==> src/rtl/mem_port_arbiter_pkg.sv <==
// Shared encodings for the unified memory port arbiter.
package mem_port_arbiter_pkg;

    typedef enum logic [1:0] {
        IDLE = 2'd0,
        BUSY = 2'd1,
        RESP = 2'd2
    } state_e;

    typedef enum logic {
        OWN_IF = 1'b0,
        OWN_DM = 1'b1
    } owner_e;

    // Address-mux select codes
    localparam logic [1:0] SEL_IF   = 2'b00;
    localparam logic [1:0] SEL_DM   = 2'b01;
    localparam logic [1:0] SEL_HOLD = 2'b10;
    localparam logic [1:0] SEL_ZERO = 2'b11;

    localparam int unsigned CNT_W = 2;

endpackage

==> src/rtl/mem_port_arbiter_mux4to1.sv <==
// Generic 4:1 mux used to form the memory address.
module mem_port_arbiter_mux4to1
    import mem_port_arbiter_pkg::*;
#(
    parameter int unsigned N = 32
) (
    input  logic [N-1:0] a,
    input  logic [N-1:0] b,
    input  logic [N-1:0] c,
    input  logic [N-1:0] d,
    input  logic [1:0]   sel,
    output logic [N-1:0] y
);

    // Select one of four inputs
    always_comb begin
        y = d;
        unique case (sel)
            SEL_IF:   y = a;
            SEL_DM:   y = b;
            SEL_HOLD: y = c;
            default:  y = d;
        endcase
    end

endmodule

==> src/rtl/mem_port_arbiter.sv <==
// Arbitrates one memory port between instruction fetch and data load/store.
module mem_port_arbiter
    import mem_port_arbiter_pkg::*;
#(
    parameter int unsigned ADDR_W  = 32,
    parameter int unsigned DATA_W  = 32,
    parameter int unsigned MEM_LAT = 1
) (
    input  logic              clk,
    input  logic              rst,
    input  logic              if_req,
    input  logic [ADDR_W-1:0] if_addr,
    output logic              if_ack,
    output logic [DATA_W-1:0] if_rdata,
    input  logic              dm_req,
    input  logic              dm_we,
    input  logic [ADDR_W-1:0] dm_addr,
    input  logic [DATA_W-1:0] dm_wdata,
    output logic              dm_ack,
    output logic [DATA_W-1:0] dm_rdata,
    output logic              mem_en,
    output logic              mem_we,
    output logic [ADDR_W-1:0] mem_addr,
    output logic [DATA_W-1:0] mem_wdata,
    input  logic [DATA_W-1:0] mem_rdata,
    output logic [1:0]        addr_sel,
    output logic              if_stall,
    output logic              dm_stall
);

    localparam logic [CNT_W-1:0] CNT_INIT  = CNT_W'(MEM_LAT - 1);
    localparam logic             READ_FAST = (MEM_LAT <= 1);

    state_e              state_q, state_d;
    owner_e              owner_q, owner_d;
    logic [CNT_W-1:0]    cnt_q,   cnt_d;
    logic [1:0]          mask_q,  mask_d;   // bit0 = IF, bit1 = DM
    logic [ADDR_W-1:0]   addr_q,  addr_d;
    logic [DATA_W-1:0]   wdata_q, wdata_d;
    logic                if_elig, dm_elig;

    // State and hold registers
    always_ff @(posedge clk or posedge rst) begin
        if (rst) begin
            state_q <= IDLE;
            owner_q <= OWN_IF;
            cnt_q   <= '0;
            mask_q  <= '0;
            addr_q  <= '0;
            wdata_q <= '0;
        end else begin
            state_q <= state_d;
            owner_q <= owner_d;
            cnt_q   <= cnt_d;
            mask_q  <= mask_d;
            addr_q  <= addr_d;
            wdata_q <= wdata_d;
        end
    end

    // Grant, latency sequencing, response and requester mask
    always_comb begin
        state_d   = state_q;
        owner_d   = owner_q;
        cnt_d     = cnt_q;
        mask_d    = mask_q;
        addr_d    = addr_q;
        wdata_d   = wdata_q;
        mem_en    = 1'b0;
        mem_we    = 1'b0;
        mem_wdata = wdata_q;
        addr_sel  = SEL_ZERO;
        if_ack    = 1'b0;
        dm_ack    = 1'b0;
        // rst gates the grant so strobes drop as soon as reset rises
        if_elig   = if_req & ~mask_q[0] & ~rst;
        dm_elig   = dm_req & ~mask_q[1] & ~rst;

        unique case (state_q)
            IDLE: begin
                mask_d = '0;
                if (dm_elig) begin
                    owner_d   = OWN_DM;
                    mem_en    = 1'b1;
                    mem_we    = dm_we;
                    mem_wdata = dm_wdata;
                    addr_sel  = SEL_DM;
                    addr_d    = dm_addr;
                    wdata_d   = dm_wdata;
                    cnt_d     = CNT_INIT;
                    state_d   = (dm_we || READ_FAST) ? RESP : BUSY;
                end else if (if_elig) begin
                    owner_d  = OWN_IF;
                    mem_en   = 1'b1;
                    addr_sel = SEL_IF;
                    addr_d   = if_addr;
                    cnt_d    = CNT_INIT;
                    state_d  = READ_FAST ? RESP : BUSY;
                end
            end
            BUSY: begin
                // Counter hits zero on the last wait cycle: respond next
                addr_sel = SEL_HOLD;
                cnt_d    = cnt_q - CNT_W'(1);
                if (cnt_d == '0) begin
                    state_d = RESP;
                end
            end
            RESP: begin
                addr_sel = SEL_HOLD;
                if_ack   = (owner_q == OWN_IF);
                dm_ack   = (owner_q == OWN_DM);
                mask_d   = (owner_q == OWN_IF) ? 2'b01 : 2'b10;
                state_d  = IDLE;
            end
            default: begin
                state_d = IDLE;
            end
        endcase
    end

    assign if_rdata = mem_rdata;
    assign dm_rdata = mem_rdata;
    assign if_stall = if_req & ~if_ack;
    assign dm_stall = dm_req & ~dm_ack;

    // Memory address mux
    mem_port_arbiter_mux4to1 #(
        .N (ADDR_W)
    ) u_addr_mux (
        .a   (if_addr),
        .b   (dm_addr),
        .c   (addr_q),
        .d   (ADDR_W'(0)),
        .sel (addr_sel),
        .y   (mem_addr)
    );

endmodule

==> config.mk <==
export PLATFORM = sky130hd
export DESIGN_NAME = mem_port_arbiter
export DESIGN_NICKNAME = d
export VERILOG_FILES = /design/src/rtl/mem_port_arbiter_pkg.sv /design/src/rtl/mem_port_arbiter_mux4to1.sv /design/src/rtl/mem_port_arbiter.sv
export SDC_FILE = /design/constraint.sdc
export NUM_CORES = 1
export LEC_CHECK = 0
export CORE_AREA = 2 2 106 108
export CTS_BUF_LIST = sky130_fd_sc_hd__clkbuf_4 sky130_fd_sc_hd__clkbuf_8 sky130_fd_sc_hd__clkbuf_16
export DETAILED_ROUTE_END_ITERATION = 8
export DIE_AREA = 0 0 108 110
export DONT_BUFFER_PORTS = 1
export PLACE_DENSITY = 0.54
export SLEW_MARGIN = 20
export SYNTH_ARGS = -nofsm -noshare
export SYNTH_HDL_FRONTEND = slang
export SYNTH_SLANG_ARGS = --single-unit
==> constraint.sdc <==
create_clock -name clk -period 4.14 [get_ports clk]
set_input_delay 0.621 -clock clk [delete_from_list [all_inputs] [get_ports clk]]
set_output_delay 0.621 -clock clk [all_outputs]
set_load 0.1 [all_outputs]
==> Flow_metrics.wiki <==
{| class="wikitable"
! Metric !! Value
|-
| Status || completed
|-
| Ordered cell list for the critical path || nor4b_4 -> buf_4 -> mux2_2
|-
| Internal portion of total power || between 1 and 1.5 mW
|-
| Min Hold Slack || approximately 0.43 ns
|-
| Simple-Gate Fraction of Synth Area || approximately 7.3%
|-
| Mean area per synthesized cell || ~11 sq um
|-
| Final critical-path share of the clock period || between 80% and 90%
|-
| Post-Synth Adder-Cell Area || 0%
|-
| Sequential-to-total area share from yosys stat || 43.9%
|-
| Footprint of the multi-input gates || around 1600 sq um
|-
| CTS tree || built
|-
| Worst EP arrival || ~2.9 ns
|-
| Yosys warning total || 0
|-
| Setup TNS Final || 0 ns
|-
| RSZ-0062 raised after global routing || no
|-
| Max stage delay cell, worst path || dfrtp_1
|-
| Initial Util || between 30% and 40%
|-
| Clock slew seen by the registers of the worst setup and hold paths || around 0.080 ns
|-
| Standby leakage power || ~1.8 nW
|-
| CTS Sinks || 68
|-
| Combinational family with the most area after synthesis || compound AO/OA/AOI/OAI gates
|-
| Count of unresolved DRC violations after routing || 0
|-
| Clock network power share || about a fifth
|-
| Slew @ Worst Pin || between 1 and 1.5 ns
|-
| Port Buffers || 0
|-
| Core Rows || 38
|-
| Minimum clock period || 3.47 ns
|-
| Gr ovfl total || 0
|-
| Fraction of power spent switching nets || a little over half
|-
| Starting DRC count in detailed routing || 125
|-
| Global-route wire length before repair || 13700 um
|-
| Most common cell after layout, fill and taps aside || dfrtp_1
|-
| Final wirelength || 8870 um
|-
| Total number of nets in the final design || 466
|-
| Number of buffers created by CTS || 9
|-
| Relative contribution of combinational cells to total power || 51.1%
|-
| Type of element capturing the critical path || primary output
|-
| Die span in y || between 100 and 150 um
|-
| Critical path required time || 3.52 ns
|-
| Mux contribution to synthesized area || 9.31%
|-
| Die span in x || approximately 110 um
|-
| Tot GR Track Use || about 15%
|-
| Slack of the worst reg-to-reg path || about 1.4 ns
|-
| Die Outline Area || 11900 sq um
|-
| Post-synthesis cell count || between 300 and 400
|-
| Filler cells || around 1000
|-
| CP delay by family, top || flip-flops
|-
| Residual antenna-violating net count after detailed routing || 0
|-
| Share of the synthesized netlist area taken by xor and xnor gates || 0%
|-
| Post-synthesis cell type count || 21
|-
| Largest net degree at the start of global routing || between 70 and 80
|-
| Maximum frequency from static timing analysis || 288 MHz
|-
| Critical setup path kind || flop to primary output
|-
| Buffers inserted by post-CTS timing repair || 0
|-
| Level count of the clock H-tree || 3
|-
| Sequential cell area || ~1700 sq um
|-
| Iteration count of the initial detailed-routing pass || 6
|-
| Count of max-cap constraint violations || 0
|-
| Fraction of layout cells with a size suffix above 1 || about half
|-
| IR Drop Worst-Case VDD || approximately 0.00038 V
|-
| Net Count, Synth || between 400 and 500
|-
| RePlAce Congestion || roughly 0.68
|-
| Count of antenna diodes in the layout || 0
|-
| CTS Hold Bufs || 0
|-
| Floorplan core area || 10700 sq um
|-
| Netlist area before placement || 3870 sq um
|-
| Initial antenna violation count || 0
|-
| Worst max-slew margin expressed relative to the limit || roughly 28%
|-
| Clock latency on the worst-skew pair || 0.35 ns
|-
| Root Buffer Master || clkbuf_8
|-
| Kind of start point of the critical path || flop
|-
| Most used cells in the layout excluding fill and tap cells || dfrtp_1 (68), buf_4 (45), o21ai_2 (33), nand2b_1 (33), inv_1 (33)
|-
| Crit path buffers/inverters || 1
|-
| Area Overhead vs Synth || 6.95%
|-
| Final number of setup-violating endpoints || 0
|-
| Clock Skews || roughly 0.011 ns
|-
| Vias in the first global route || between 2000 and 3000
|-
| Share of the synthesized area in compound gates (AO/OA/AOI/OAI) || 20.1%
|-
| Via-per-instance ratio || 5.35
|-
| Vias post-DR || around 2600
|-
| Number of hold violations in the final report || 0
|-
| Half-perimeter wire length after placement || roughly 6100 um
|-
| Clk buf depth || 2
|-
| Largest fanout of any net on the critical path || 77
|-
| Hold WC Path Type || input port to async pin
|-
| Post-cts resize count || 0
|-
| P_sw || about 1.6 mW
|-
| Part of the total power dissipated in sequential elements || between 20% and 30%
|-
| Power density over the cells || ~750 nW/um^2
|-
| Top-level I/O count || 269
|-
| Max-slew violations || 0
|-
| Routed WL per cell || approximately 19 um
|-
| Yosys reg bits || 68
|-
| Longest individual stage delay on the worst path || ~0.70 ns
|}
## power groups by stage
stage          Combinational [mW]  Sequential (mW)  Clock [mW]
2_1_floorplan                1.70            0.879           0
3_3_place_gp                 1.58            0.901           0
3_5_place_dp                 1.59            0.907           0
4_1_cts                      1.59            0.896       0.645
5_1_grt                      1.63            0.914       0.675
6_report                     1.58            0.895       0.618
## worst reg2reg max path, delay by kind of cell, from the launching register on
| family | cells | cell delay, ns |
|---|---|---|
| buffers and inverters | 3 | 1.27 |
| DFF | 1 | 0.70 |
| and+or+nand+nor | 1 | 0.38 |
| AOI/OAI and AO/OA | 2 | 0.32 |
## cell families (layout without fill, tap and decap cells)
kind of cell	count (synthesis)	after routing
compound gates	99	99
buf+inv	122	96
mux	32	32
simple gates	43	43
flops	68	68
## state kept, by name, indices dropped and copies added, names as in the netlist
signal / cells
mask_q: 2
addr_q: 32
wdata_q: 32
state_q: 1
owner_q: 1
## worst paths after layout
kind | cells past startpoint | from | endpoint
hold reg to reg | 1 | owner_q | owner_q
setup / recovery | 3 | state_q[1] | mem_wdata[19]
setup reg to reg | 6 | state_q[1] | addr_q[28]
hold / removal | 2 | rst | addr_q[10]
min in group clk | 1 | if_addr[16] | addr_q[16]
max in group asynchronous | 2 | rst | addr_q[18]
## stage by stage
| step | instance area (sq um) | util [%] | setup slack [ns] | std cells | total power [mW] |
|---|---|---|---|---|---|
| after global placement | 3920 | 36.6 | 1.06 | 462 | 2.48 |
| after CTS | 4140 | 38.7 | 0.641 | 478 | 3.13 |
| after floorplan | 3870 | - | 0.00837 | 364 | 2.58 |
| after detailed placement | 3920 | 36.6 | 1.05 | 462 | 2.50 |
| final | 4140 | 38.7 | 0.667 | 478 | 3.09 |
| after global routing | 4140 | 38.7 | 0.475 | 478 | 3.22 |
## synthesized netlist by cell type
cell type	instances	area, sq um
dfrtp_1	68	1700
buf_4	67	503
inv_1	34	128
nand2b_1	33	206
a22oi_1	32	240
mux2_2	32	360
o221a_2	30	338
o21ai_0	28	140
clkbuf_1	9	33.8
buf_2	7	35.0
nor2b_1	5	31.3
o21ai_1	5	25.0
buf_6	4	45.0
and2_1	2	12.5
o221a_1	2	22.5
a21o_1	1	7.51
a31oi_1	1	6.26
inv_2	1	3.75
nand3_1	1	5.00
nor2_1	1	3.75
nor4b_4	1	23.8
## layout make-up
type | count | area share [%]
flip-flops and latches | 68 | 41.1
multi-input cells | 174 | 38.0
repair buffers | 45 | 8.16
well taps | 140 | 4.23
inverters | 35 | 3.17
clock buffers | 9 | 2.99
clock inverters | 7 | 2.39
## routing by layer
metal | vias up | track usage, % | wire (um)
met3 | 33 | 5.35 | 790
met1 | 1260 | 15.9 | 3360
met5 | - | 0 | 0
met2 | 116 | 25.6 | 4430
met4 | 0 | 10.5 | 291
li1 | 1146 | - | -
No activity file was read; power rests on OpenSTA's default activity.
